[src/rtl/rr_pkg.sv]
// Shared types and helpers for the round-robin grant controller.
// Requester IDs are 4 bits wide.
package rr_pkg;

    localparam int N_REQ = 16;
    localparam int ID_W  = 4;

    typedef enum logic {
        IDLE = 1'b0,
        HOLD = 1'b1
    } state_t;

    function automatic logic [ID_W-1:0] ptr_inc(
        input logic [ID_W-1:0] p
    );
        return p + 1'b1;
    endfunction

endpackage

[src/rtl/rr_pick.sv]
// Rotating-priority search over 16 requesters.
// Winner is the first set bit at or after pri, wrapping.
module rr_pick
    import rr_pkg::*;
(
    input  logic [N_REQ-1:0] req,
    input  logic [ID_W-1:0]  pri,
    output logic [ID_W-1:0]  winner,
    output logic             none
);

    logic [N_REQ-1:0] rot;
    logic [ID_W-1:0]  low;

    // Rotate so that bit pri lands at position 0.
    always_comb begin
        rot = (req >> pri) | (req << (ID_W'(N_REQ - 1) - pri + 1'b1));
        if (pri == '0) begin
            rot = req;
        end
    end

    // Lowest set bit of the rotated vector; scan high to low so the lowest wins.
    always_comb begin
        low = '0;
        for (int i = N_REQ - 1; i >= 0; i--) begin
            if (rot[i]) begin
                low = ID_W'(i);
            end
        end
    end

    // Undo the rotation; the 4-bit add wraps mod 16 naturally.
    always_comb begin
        winner = low + pri;
        none   = (req == '0);
    end

endmodule

[src/rtl/rr_grant_ctrl.sv]
// Sequential round-robin grant controller with held one-hot grants.
// A grant is released on done, on withdrawal, or after MAX_HOLD cycles.
module rr_grant_ctrl
    import rr_pkg::*;
#(
    parameter int MAX_HOLD = 8,
    parameter int CNT_W    = 4
) (
    input  logic             clk,
    input  logic             rst,
    input  logic [N_REQ-1:0] req,
    input  logic             done,
    output logic [N_REQ-1:0] grant,
    output logic [ID_W-1:0]  grant_id,
    output logic [ID_W-1:0]  pri,
    output logic             busy,
    output logic             timeout
);

    localparam logic [CNT_W-1:0] HOLD_LAST =
        CNT_W'((MAX_HOLD == 0) ? 0 : MAX_HOLD - 1);
    localparam logic HOLD_LIMITED = (MAX_HOLD != 0);

    state_t           state;
    logic [CNT_W-1:0] hold_cnt;
    logic [ID_W-1:0]  winner;
    logic             none;
    logic             rel_done;
    logic             rel_wd;
    logic             rel_to;
    logic             release_now;

    rr_pick u_pick (
        .req    (req),
        .pri    (pri),
        .winner (winner),
        .none   (none)
    );

    // Release conditions for the grant currently held.
    always_comb begin
        rel_done    = done;
        rel_wd      = !req[grant_id];
        rel_to      = HOLD_LIMITED && (hold_cnt == HOLD_LAST);
        release_now = rel_done || rel_wd || rel_to;
    end

    // State machine, hold counter, pointer and registered outputs.
    always_ff @(posedge clk) begin
        if (rst) begin
            state    <= IDLE;
            hold_cnt <= '0;
            grant    <= '0;
            grant_id <= '0;
            pri      <= '0;
            busy     <= 1'b0;
            timeout  <= 1'b0;
        end else begin
            unique case (state)
                IDLE: begin
                    timeout <= 1'b0;
                    if (!none) begin
                        state    <= HOLD;
                        grant    <= N_REQ'(1) << winner;
                        grant_id <= winner;
                        busy     <= 1'b1;
                        hold_cnt <= '0;
                    end
                end
                HOLD: begin
                    hold_cnt <= hold_cnt + 1'b1;
                    if (release_now) begin
                        state   <= IDLE;
                        grant   <= '0;
                        busy    <= 1'b0;
                        pri     <= ptr_inc(grant_id);
                        timeout <= rel_to && !rel_done && !rel_wd;
                    end else begin
                        timeout <= 1'b0;
                    end
                end
                default: begin
                    state <= IDLE;
                end
            endcase
        end
    end

endmodule

[config.mk]
export PLATFORM = sky130hd
export DESIGN_NAME = rr_grant_ctrl
export DESIGN_NICKNAME = d
export VERILOG_FILES = /design/src/rtl/rr_pkg.sv /design/src/rtl/rr_pick.sv /design/src/rtl/rr_grant_ctrl.sv
export SDC_FILE = /design/constraint.sdc
export NUM_CORES = 1
export LEC_CHECK = 0
export BUFFER_PORTS_ARGS = -buffer_cell sky130_fd_sc_hd__buf_2
export CAP_MARGIN = 20
export CORE_ASPECT_RATIO = 1.4
export CORE_MARGIN = 1
export CORE_UTILIZATION = 35
export CTS_CLUSTER_DIAMETER = 150
export DETAILED_ROUTE_END_ITERATION = 8
export GPL_ROUTABILITY_DRIVEN = 0
export PLACE_DENSITY = 0.58
export SLEW_MARGIN = 10
export SYNTH_ARGS = -nofsm -noshare
export SYNTH_HDL_FRONTEND = slang
export SYNTH_HIERARCHICAL = 1
export SYNTH_SLANG_ARGS = --single-unit
[constraint.sdc]
create_clock -name clk -period 5.7 [get_ports clk]
set_input_delay 0.285 -clock clk [delete_from_list [all_inputs] [get_ports clk]]
set_output_delay 0.285 -clock clk [all_outputs]
set_load 0.02 [all_outputs]
# Word-level counts from Yosys, hierarchy flattened
# Index checks and enable logic that the tools add are counted.
classes:
  n_addsub: 5
  mul: 0
  div: 0
  magnitude_cmp: 1
  eq_ne: 3
  n_shift: 3
  n_mux: 32
  n_bitwise: 3
  reduce_logical: 11
ops:
  columns: ["op", "n"]
  rows:
  - ["two-way mux 4 bit", 17]
  - ["two-way mux 16 bit", 3]
  - ["case mux 16 bit (2 select lines)", 1]
  - ["zero test 16 bit", 1]
  - ["bitwise OR 16 bit", 1]
  - ["left shift 1 x 4 -> 16 bit (first input constant)", 1]
  - ["left shift 16 x 4 -> 16 bit", 1]
  - [">> shifter 16 x 4 -> 16 bit", 1]
  - ["adder 4 x 1 -> 4 bit (second input constant)", 3]
  - ["case mux 4 bit (2 select lines)", 1]
  - ["two-way mux 1 bit", 6]
  - ["case mux 1 bit (2 select lines)", 3]
  - ["AND reduction 2 bit", 3]
  - ["less-than comparator 4 x 5 -> 1 bit (second input constant)", 1]
  - ["adder 4 bit", 1]
  - ["binary-select mux 1 bit (select 4 bit)", 1]
  - ["== test 4 x 3 -> 1 bit (second input constant)", 1]
  - ["zero test 4 bit", 1]
  - ["subtractor 4 bit (first input constant)", 1]
  - ["logical AND 1 bit", 2]
  - ["zero test 1 bit", 2]
  - ["logical OR 1 bit", 2]
  - ["!= test 2 x 1 -> 1 bit (second input constant)", 1]
  - ["!= test 2 bit (second input constant)", 1]
  - ["NOT 1 bit", 2]
word_totals:
  reg_bits: 31
  latch_bits: 0
  ram_bits: 0
  rom_bits: 0
  input_bits: 19
  output_inout_bits: 26
  word_cells: 65
  mem_count: 0

# Logic depth before layout (Yosys ltp)
# Gate-level depths: netlist of the first run.
logic_depth:
  word_depth: 25
  ltp_mapped: 25

# Cells and area by module
# Netlist of the first run, hierarchy kept.
by_module_without_submodules:
  columns: ["module", "instances", "cells_per_inst", "area_per_inst_um2", "seq_area_each_um2"]
  rows:
  - ["rr_pick", 1, 299, 2323.5, 0.0]
  - ["rr_grant_ctrl", 1, 177, 1574.0, 620.6]

# Worst setup path after synthesis of the first run
# Ideal clock, no wire load.
synth_path:
  path_kind: "register to register"
  from: "register pri[0]"
  to: "register grant[15]"
  setup_ns: 0.079
  arrival_time_ns: 5.389
  t_required_ns: 5.621
  path_slack_ns: 0.232
  path_stages_with_launch: 25
  path_buffers: 5
  synth_period_minus_slack_ns: 5.468
  path_cell_list: "dfxtp_1 buf_6 buf_6 inv_2 ha_1 buf_2 buf_2 mux4_2 nand2_1 a21oi_1 o32ai_1 nor2b_1 a2111oi_4 a2111oi_0 ha_1 a21o_1 a21oi_1 xnor2_1 or3_1 o221ai_2 clkbuf_1 nand2_1 or3_1 nor2b_1 a211oi_2"
synth_between:
  elab_chain_len: 25
  word_cells_on_any_way: 27
  classes_between: "add/sub (3); shift (3); mux (19); bitwise (1); reduce/logical (1)"
synth_lines:
  columns: ["item", "line", "source"]
  rows:
  - ["start: declaration", "rr_grant_ctrl.sv:15", "output logic [ID_W-1:0] pri,"]
  - ["start signal: assignment", "rr_grant_ctrl.sv:76", "pri <= ptr_inc(grant_id);"]
  - ["subtractor 4 bit", "rr_pick.sv:17", "rot = (req >> pri) | (req << (ID_W'(N_REQ - 1) - pri + 1'b1));"]
  - ["adder 4 x 1 -> 4 bit", "rr_pick.sv:17", null]
  - ["left shift 16 x 4 -> 16 bit", "rr_pick.sv:17", null]
  - ["bitwise OR 16 bit", "rr_pick.sv:17", null]
  - ["two-way mux 16 bit", "rr_pick.sv:18", "if (pri == '0) begin"]
  - ["two-way mux 4 bit (16 in a row)", "rr_pick.sv:27", "if (rot[i]) begin"]
  - ["adder 4 bit (*)", "rr_pick.sv:35", "winner = low + pri;"]
  - ["net winner[3]", "rr_grant_ctrl.sv:26", "logic [ID_W-1:0] winner;"]
  - ["left shift 1 x 4 -> 16 bit (*)", "rr_grant_ctrl.sv:64", "grant <= N_REQ'(1) << winner;"]
  - ["two-way mux 16 bit (*)", "rr_grant_ctrl.sv:62", "if (!none) begin"]
  - ["case mux 16 bit (2 select lines) (*)", "rr_grant_ctrl.sv:59", "unique case (state)"]
  - ["end signal: assignment", "rr_grant_ctrl.sv:64", null]
  - ["end: declaration", "rr_grant_ctrl.sv:13", "output logic [N_REQ-1:0] grant,"]
# The timed path passes the listed nets; every way through them passes the cells marked *. The select of a mux whose other input is x is not followed.
# A chain may end at the register's enable or synchronous reset.

# Final worst setup path of the first run
# Same ends and word-level chain as after synthesis.

==> results of run 1 <==
-- area by class of cell --
cell class	instances	area [um2]
Multi-Input combinational cell	384	2990
Tap cell	141	176
Timing Repair Buffer	56	314
Inverter	14	52.6
Sequential cell	31	622
Fill cell	1110	6570
Clock inverter	1	5.00
Clock buffer	6	139
-- cells in the final DEF (no fill, tap or decap), types with 6 or more instances in the layout --
master and instances:
a211o_1 6, a211oi_1 16, a211oi_2 9, a21oi_1 35, a31oi_1 8, buf_2 44
buf_4 11, dfxtp_1 30, ha_1 6, inv_1 12, mux2_2 9, mux2i_1 28
mux4_2 19, nand2_1 46, nand2b_1 9, nand3_1 14, nand4_1 6, nor2_1 29
nor2b_1 16, nor3_1 6, nor4_1 7, o21ai_0 14, o22ai_1 6
-- worst min-delay path by stage --
stage	cells past startpoint	startpoint	slack (ns)	end
6_report	4	done	0.43	timeout
5_1_grt	4	done	0.47	timeout
4_1_cts	4	done	0.43	timeout
3_5_place_dp	2	busy	0.49	busy
3_3_place_gp	2	busy	0.48	busy
2_1_floorplan	1	hold_cnt[3]	0.46	hold_cnt[3]
-- power breakdown --
part	switching, W	internal, W
Sequential	0.0000714	0.000249
Clock	0.0000897	0.000170
Combinational	0.00111	0.000646
Total	0.00127	0.00106
-- registers in the layout, indices dropped and copies added (netlist names) --
register,cells
timeout,1
busy,1
grant,16
grant_id,4
hold_cnt,4
pri,4
state,1
-- cell families (layout without fill, tap and decap cells) --
logic type,Yosys count,count (layout),share of synthesized area (%)
simple gates,161,161,21.4
compound gates,154,154,30.3
buf+inv,61,77,7.87
mux,56,56,20.8
flops,31,31,15.9
fa+ha+maj,7,7,2.44
xor+xnor,6,6,1.35
-- per-stage QoR --
stage / setup slack (ns) / instances / power [W]
floorplan: 0.232 / 476 / 0.00162
global placement: 0.310 / 626 / 0.00200
detailed placement: 0.303 / 626 / 0.00201
CTS: 0.278 / 633 / 0.00228
global route: 0.0692 / 633 / 0.00250
finish: 0.477 / 633 / 0.00234
-- critical path, stage by stage (launching register included) --
cell       delay (ns)
dfxtp_2          0.34
inv_2            0.09
ha_1             0.29
buf_4            0.31
mux4_2           0.57
nand2_1          0.08
a21oi_1          0.08
o32ai_2          0.42
nor2b_1          0.31
a2111oi_4        0.11
a2111oi_0        0.33
ha_1             0.31
a21o_1           0.17
a21oi_1          0.17
xnor2_1          0.12
or3_1            0.34
o221ai_2         0.21
nand2_1          0.15
or3_1            0.40
nor2b_1          0.15
a211oi_2         0.19
-- routing by layer --
metal | track usage (%) | vias up
met5 | 0 | -
met4 | 17.4 | 0
met3 | 2.88 | 57
met2 | 38.6 | 237
met1 | 27.3 | 2007
li1 | - | 1877
==> impl_metrics.ini, run 1 <==
[timing]
holdWs_ns = 0.433
timing.slew.headroom_pct = 31.0
rsz0062_at_grt = no
achievable-frequency_ghz = 0.191
finalHoldViolCount = 0
period_utilization_pct = 91.6
finalMaxSlewViolations = 0
report.final.setup_viol = 0
timing_worst_slew_pin_value_ns = 1.03
timing.clock.skew_ns = 0.00194
finalCriticalPeriod_ns = 5.22
setup_tns_ns = 0

[clocking]
tritoncts = built
clkLatencyLatePin_ns = 0.27
cts_repair_resize_count = 0
cts_sinks = 31
cts.hold.buffers_added = 0
post_cts_setup_inserts = 0
tritoncts.num_buffers = 5
clk_pin_slew_worst_paths_ns = 0.05
cts_root_buf = clkbuf_16
max_root_sink_buffers = 2
cts_max_level = 2

[power_and_ir_drop]
vdd_drop_max_mv = 0.315
power_per_cell_area_nw_per_um2 = 544
static-leakage-power_nw = 1.52

[synthesis]
yosys_most_used_dff = dfxtp_1
synth_sequential_area_ratio_pct = 15.9
synth_area_leader_cell = dfxtp_1
synth_commonest_cells = nand2_1 (46), a21oi_1 (35), dfxtp_1 (31)
synth.ff_latch_count = 31
synth_most_common_cell = nand2_1
synth_edf_count = 0
synth_instances = 476
yosysTopAreaCellShare_pct = 15.9
yosysUniqueCellTypes = 79
avgSynthCellArea_um2 = 8.19
cell_types_with_the_largest_area_share_after_synthesis = dfxtp_1 (16%), mux4_2 (11%), mux2i_1 (7.2%), a21oi_1 (4.5%), nand2_1 (4.4%)
synth.cell_area_um2 = 3900
synth-warning-count = 6
asyncSetResetFlopFracSynth_pct = 0
net_count_synth = 502

[placement]
placedInstanceArea_um2 = 4130
io_buffer_count = 44
hpwlAfterDp_um = 9520

[cells_and_area]
finalNetCount = 518
diodes = 0
postLayoutCoreUtil_pct = 39.6
post_route_cells_drive_above_1_share_pct = 24.4
finish.instance_area_um2 = 4300
area_delta_synth_final_pct = 10.3

[drt]
routedWlPerCell_um = 21.1
met3_routed_wl_um = 919
post_dr_vias_cell = 6.60
top_layer_used = met4
drtPass1Iterations = 5
met2_wirelength_um = 6430
drt_wl_total_um = 13400
vias = 4178
drc = 0
detailedRoute.firstIterationViolations = 455
ant_nets = 0
m1WireLength_um = 5180

[run_status]
run_status = complete, no violations

[critical_path]
critical_path_peak_fanout = 22
startpoint = pri[0]
setup_crit_path_kind = register to register
timing.critical_path.to = grant[15]
timing.critical_path.arrival_ns = 5.42
endpoint_kind = register
worst_r2r_endpoint = grant[15]
reg2regPathDepth = 20
crit_path_start_kind = register
timing.reg2reg.setup_slack_ns = 0.48
r2r-start = pri[0]
worstPathRequired_ns = 5.89

[die]
core.rowCount = 45
design.die.area_um2 = 11600
start_util_pct = 35.9
die_width_um = 91.2
boundaryPins = 45
design.core.area_um2 = 10900
die_h_um = 127

[min_path]
hold_class = primary input to register

[job]
timing.max_cap.violations = 0

[grt]
first_global_vias = 4038
grt_pass1_wl_um = 21300
grt_max_degree = 46
global_route.usage.total_pct = 23.2
grt_antenna_before_repair = 0
global_route_overflow = 0
No activity file was read; power rests on OpenSTA's default activity.
==> run 2: changes to the inputs <==
--- a/config.mk
+++ b/config.mk
@@ -14,6 +14,7 @@
 export DETAILED_ROUTE_END_ITERATION = 8
 export GPL_ROUTABILITY_DRIVEN = 0
 export PLACE_DENSITY = 0.58
+export RECOVER_POWER = 50
 export SLEW_MARGIN = 10
 export SYNTH_ARGS = -nofsm -noshare
 export SYNTH_HDL_FRONTEND = slang
==> impl_metrics.ini, run 2 (same netlist as run 1, synthesis figures left out) <==
[run_status]
run_status = complete, no violations

[cells_and_area]
finish.instance_area_um2 = 4270
finalNetCount = 518
area_delta_synth_final_pct = 9.57
post_route_cells_drive_above_1_share_pct = 19.7
regMostFlops = grant
diodes = 0
postLayoutCoreUtil_pct = 39.3
layout_common_cells = nand2_1 (46), a21oi_1 (35), dfxtp_1 (30), nor2_1 (29), mux2i_1 (28)
layout_commonest_cell = nand2_1
largest_register_ff_count = 16

[grt]
grt_pass1_wl_um = 21300
first_global_vias = 4038
grt_use_met1_pct = 27.3
global_route_overflow = 0
grt_max_degree = 46
grt.busiest_layer = met2
global_route.usage.total_pct = 23.2
globalRouteMet3Util_pct = 2.88
grt_antenna_before_repair = 0
globalRouteMet2Util_pct = 38.6

[placement]
hpwlAfterDp_um = 9520
placedInstanceArea_um2 = 4130
io_buffer_count = 44
post-place-ws_ns = 0.303

[job]
timing.max_cap.violations = 0

[critical_path]
cp.buffers_inverters = 2
timing.critical_path.arrival_ns = 5.42
worstPathRequired_ns = 5.89
critical_path_peak_fanout = 22
setup_crit_path_kind = register to register
timing.critical_path.max_delay_family = compound AO/OA/AOI/OAI gates
critical-path-slowest-cell = mux4_2
cp_slowest_stage_delay_ns = 0.56
endpoint_kind = register
critical_path_cell_by_cell = inv_2, ha_1, buf_4, mux4_2, nand2_1, a21oi_1, o32ai_2, nor2b_1, a2111oi_4, a2111oi_0, ha_1, a21o_1, a21oi_1, xnor2_1, or3_1, o221ai_2, nand2_1, or3_1, nor2b_1, a211oi_2
crit_path_start_kind = register

[timing]
rsz0062_at_grt = no
report.final.setup_viol = 0
setup_tns_ns = 0
timing.slew.headroom_pct = 30.8
finalCriticalPeriod_ns = 5.23
period_utilization_pct = 91.7
timing.clock.skew_ns = 0.00215
finalHoldViolCount = 0
finalMaxSlewViolations = 0
timing.final.ws_setup_ns = 0.472
timing_worst_slew_pin_value_ns = 1.03
achievable-frequency_ghz = 0.191

[drt]
detailedRoute.firstIterationViolations = 448
routedWlPerCell_um = 21.1
drc = 0
post_dr_vias_cell = 6.60
drtPass1Iterations = 5
vias = 4179
ant_nets = 0
drt_wl_total_um = 13400

[clocking]
cts_sinks = 31
clk_pin_slew_worst_paths_ns = 0.05
cts_root_buf = clkbuf_16
tritoncts.num_buffers = 5
tritoncts = built
clkLatencyLatePin_ns = 0.27
cts_max_level = 2
max_root_sink_buffers = 2
cts.hold.buffers_added = 0

[die]
core.rowCount = 45
start_util_pct = 35.9
die_width_um = 91.2
boundaryPins = 45
design.core.area_um2 = 10900
design.die.area_um2 = 11600
die_h_um = 127

[power_and_ir_drop]
fin_total_pwr_w = 0.00233
vdd_drop_max_mv = 0.313
power_per_cell_area_nw_per_um2 = 545
static-leakage-power_nw = 1.42

[min_path]
hold_class = primary input to register
[run 2: changes by cell type in the layout (fill, tap and decap cells not counted)]
cell	delta
buf_2	-23
clkbuf_1	+23
[run 2: timing repair]
item                                    4_1_cts  5_1_grt
setup buffers                                 0        0
gates resized for setup                       0        5
endpoints found under the setup margin        0       14
[run 2: final timing paths]
kind                              from   endpoint  slack (ns)  cells past startpoint
worst max-delay path            pri[0]  grant[15]        0.47                     20
worst min-delay path              done    timeout        0.43                      4
worst max register to register  pri[0]  grant[15]        0.47                     20
worst min register to register    busy       busy        0.50                      2
[run 2: final cells by class]
class,count,area (um2)
Clock buffer,6,139
Clock inverter,1,5.00
Fill cell,1118,6600
Inverter,14,52.6
Multi-Input combinational cell,384,2990
Sequential cell,31,622
Tap cell,141,176
Timing Repair Buffer,56,285
[run 2: worst min-delay path, stage by stage]
cell and delay, ns:
buf_2 0.10, a211oi_1 0.05, a31oi_1 0.17, nor3_1 0.06
[run 2: per-layer routing]
| layer | vias to the layer above | part of all wire, % | wire, um |
|---|---|---|---|
| met5 | - | 0 | 0 |
| met4 | 0 | 6.7 | 898 |
| met3 | 64 | 6.7 | 894 |
| met2 | 236 | 48 | 6370 |
| met1 | 2003 | 39 | 5190 |
| li1 | 1876 | - | - |
[run 2: metrics by stage]
| stage | cells | hold slack [ns] |
|---|---|---|
| 2_1_floorplan | 476 | 0.457 |
| 3_3_place_gp | 626 | 0.482 |
| 3_5_place_dp | 626 | 0.490 |
| 4_1_cts | 633 | 0.429 |
| 5_1_grt | 633 | 0.474 |
| 6_report | 633 | 0.433 |
[run 2: report_power, final]
| part | leakage (nW) | switching [W] | total, W | internal (W) |
|---|---|---|---|---|
| Clock | 0.0727 | 0.0000890 | 0.000259 | 0.000170 |
| Combinational | 1.09 | 0.00111 | 0.00175 | 0.000640 |
| Sequential | 0.252 | 0.0000711 | 0.000321 | 0.000249 |
==> run 3: changes to the inputs <==
==> constraint.sdc (replaced) <==
create_clock -name clk -period 5.7 [get_ports clk]
set_input_delay 1.14 -clock clk [delete_from_list [all_inputs] [get_ports clk]]
set_output_delay 1.14 -clock clk [all_outputs]
set_load 0.02 [all_outputs]
==> impl_metrics.ini, run 3 (same netlist as run 1, synthesis figures left out) <==
[run_status]
run_status = complete, no violations

[drt]
drtPass1Iterations = 5
post_dr_vias_cell = 6.46
drt_wl_total_um = 13400
drc = 0
detailedRoute.firstIterationViolations = 565
ant_nets = 0
vias = 4154
routedWlPerCell_um = 20.8

[critical_path]
critical-path-slowest-cell = mux4_2
crit_path_start_kind = primary input
crit_top_cell = or3_1
cp_slowest_stage_delay_ns = 0.51
cp.buffers_inverters = 1
setup_crit_path_kind = primary input to register
critical_path_cell_by_cell = buf_2, mux4_2, or3_1, o211ai_1, o211ai_1, nor2b_1, a2111oi_4, a2111oi_0, ha_1, a21o_1, a21oi_1, xnor2_1, or3_1, o221ai_2, nand2_1, or3_1, nor2b_1, a211oi_2
endpoint_kind = register
worstPathRequired_ns = 5.90
critical_path_peak_fanout = 10
timing.critical_path.arrival_ns = 5.49
timing.critical_path.max_delay_family = simple AND/OR/NAND/NOR gates

[die]
design.core.area_um2 = 10900
core.rowCount = 45
die_width_um = 91.2
die_h_um = 127
start_util_pct = 35.9
design.die.area_um2 = 11600
boundaryPins = 45

[placement]
post-place-ws_ns = 0.163
place.detailed.instances = 635
hpwlAfterDp_um = 9650
io_buffer_count = 44

[clocking]
clk_pin_slew_worst_paths_ns = 0.05
cts_root_buf = clkbuf_16
max_root_sink_buffers = 2
tritoncts = built
cts_sinks = 31
post_cts_setup_inserts = 0
cts_max_level = 2
tritoncts.num_buffers = 5
clkLatencyLatePin_ns = 0.28

[timing]
period_utilization_pct = 92.8
timing.slew.headroom_pct = 50.6
finalMaxSlewViolations = 0
rsz0062_at_grt = no
report.final.setup_viol = 0
finalCriticalPeriod_ns = 5.29
timing.clock.skew_ns = 0.00689
timing_worst_slew_pin_value_ns = 0.738
holdWs_ns = 0.494
setup_tns_ns = 0
timing.final.ws_setup_ns = 0.412
finalHoldViolCount = 0
achievable-frequency_ghz = 0.189

[grt]
grt_max_degree = 46
grt_pass1_wl_um = 21600
global_route_overflow = 0
grt_antenna_before_repair = 0
global_route.usage.total_pct = 23.6
first_global_vias = 3956

[cells_and_area]
diodes = 0
layout_common_cells = nand2_1 (46), a21oi_1 (35), nor2_1 (30), dfxtp_1 (30), mux2i_1 (28)
regMostFlops = grant
area_delta_synth_final_pct = 11.2
layoutNonFillerInstCount = 643
largest_register_ff_count = 16
post_route_cells_drive_above_1_share_pct = 20.9
layout_commonest_cell = nand2_1
fill_cells = 1086
postLayoutCoreUtil_pct = 39.9
finalNetCount = 527

[power_and_ir_drop]
vdd_drop_max_mv = 0.351
static-leakage-power_nw = 1.46
power_per_cell_area_nw_per_um2 = 560

[job]
timing.max_cap.violations = 0

[min_path]
hold_class = register to register
## run 3: worst paths after layout
check / startpoint / endpoint / slack, ns / cells past startpoint
worst max-delay path: req[2] / grant[15] / 0.41 / 18
worst min-delay path: busy / busy / 0.49 / 2
worst max register to register: pri[2] / grant[15] / 0.47 / 18
worst min register to register: busy / busy / 0.49 / 2
## run 3: final cells by class
class / count / area [um2] / share of cell area (%)
inverters: 14 / 52.6 / 1.21
well taps: 141 / 176 / 4.07
flip-flops and latches: 31 / 622 / 14.3
clock buffers: 7 / 153 / 3.52
repair buffers: 65 / 347 / 7.99
clock inverters: 1 / 7.51 / 0.173
multi-input cells: 384 / 2980 / 68.7
## run 3: routing by layer
| metal | share of wire (%) | vias to the layer above | GRT usage (%) |
|---|---|---|---|
| met5 | 0 | - | 0 |
| met4 | 4.8 | 0 | 12.8 |
| met3 | 8.0 | 48 | 2.70 |
| met2 | 48 | 249 | 39.8 |
| met1 | 39 | 1971 | 29.5 |
| li1 | - | 1886 | - |
## run 3: worst register-to-register path, cell delays in order (launching register included)
cell       delay [ns]
dfxtp_1          0.42
clkbuf_1         0.51
or2_0            0.48
o21ai_2          0.25
mux2i_1          0.19
o211ai_1         0.47
nor2b_1          0.18
a2111oi_4        0.39
a2111oi_0        0.11
ha_1             0.29
a21o_1           0.18
a21oi_1          0.16
xnor2_1          0.11
or3_1            0.35
o221ai_2         0.21
nand2_1          0.13
or3_1            0.40
nor2b_1          0.16
a211oi_2         0.18
## run 3: where the power goes
part | switching, W | internal [W] | leakage [nW]
Combinational | 0.00115 | 0.000688 | 1.14
Clock | 0.0000976 | 0.000185 | 0.0761
Sequential | 0.0000616 | 0.000249 | 0.252
Total | 0.00130 | 0.00112 | 1.46
## run 3: repair_timing
action / CTS / global route
setup endpoints to repair: 0 / 13
resized for setup: 0 / 2
endpoints found under the hold margin: 0 / 0
hold buffers: 0 / 0
## run 3: stage by stage
| step | instance area, um2 | power [W] |
|---|---|---|
| finish | 4340 | 0.00243 |
| global placement | 4200 | 0.00207 |
| global route | 4340 | 0.00258 |
| CTS | 4360 | 0.00237 |
| floorplan | 3900 | 0.00162 |
| detailed placement | 4200 | 0.00208 |
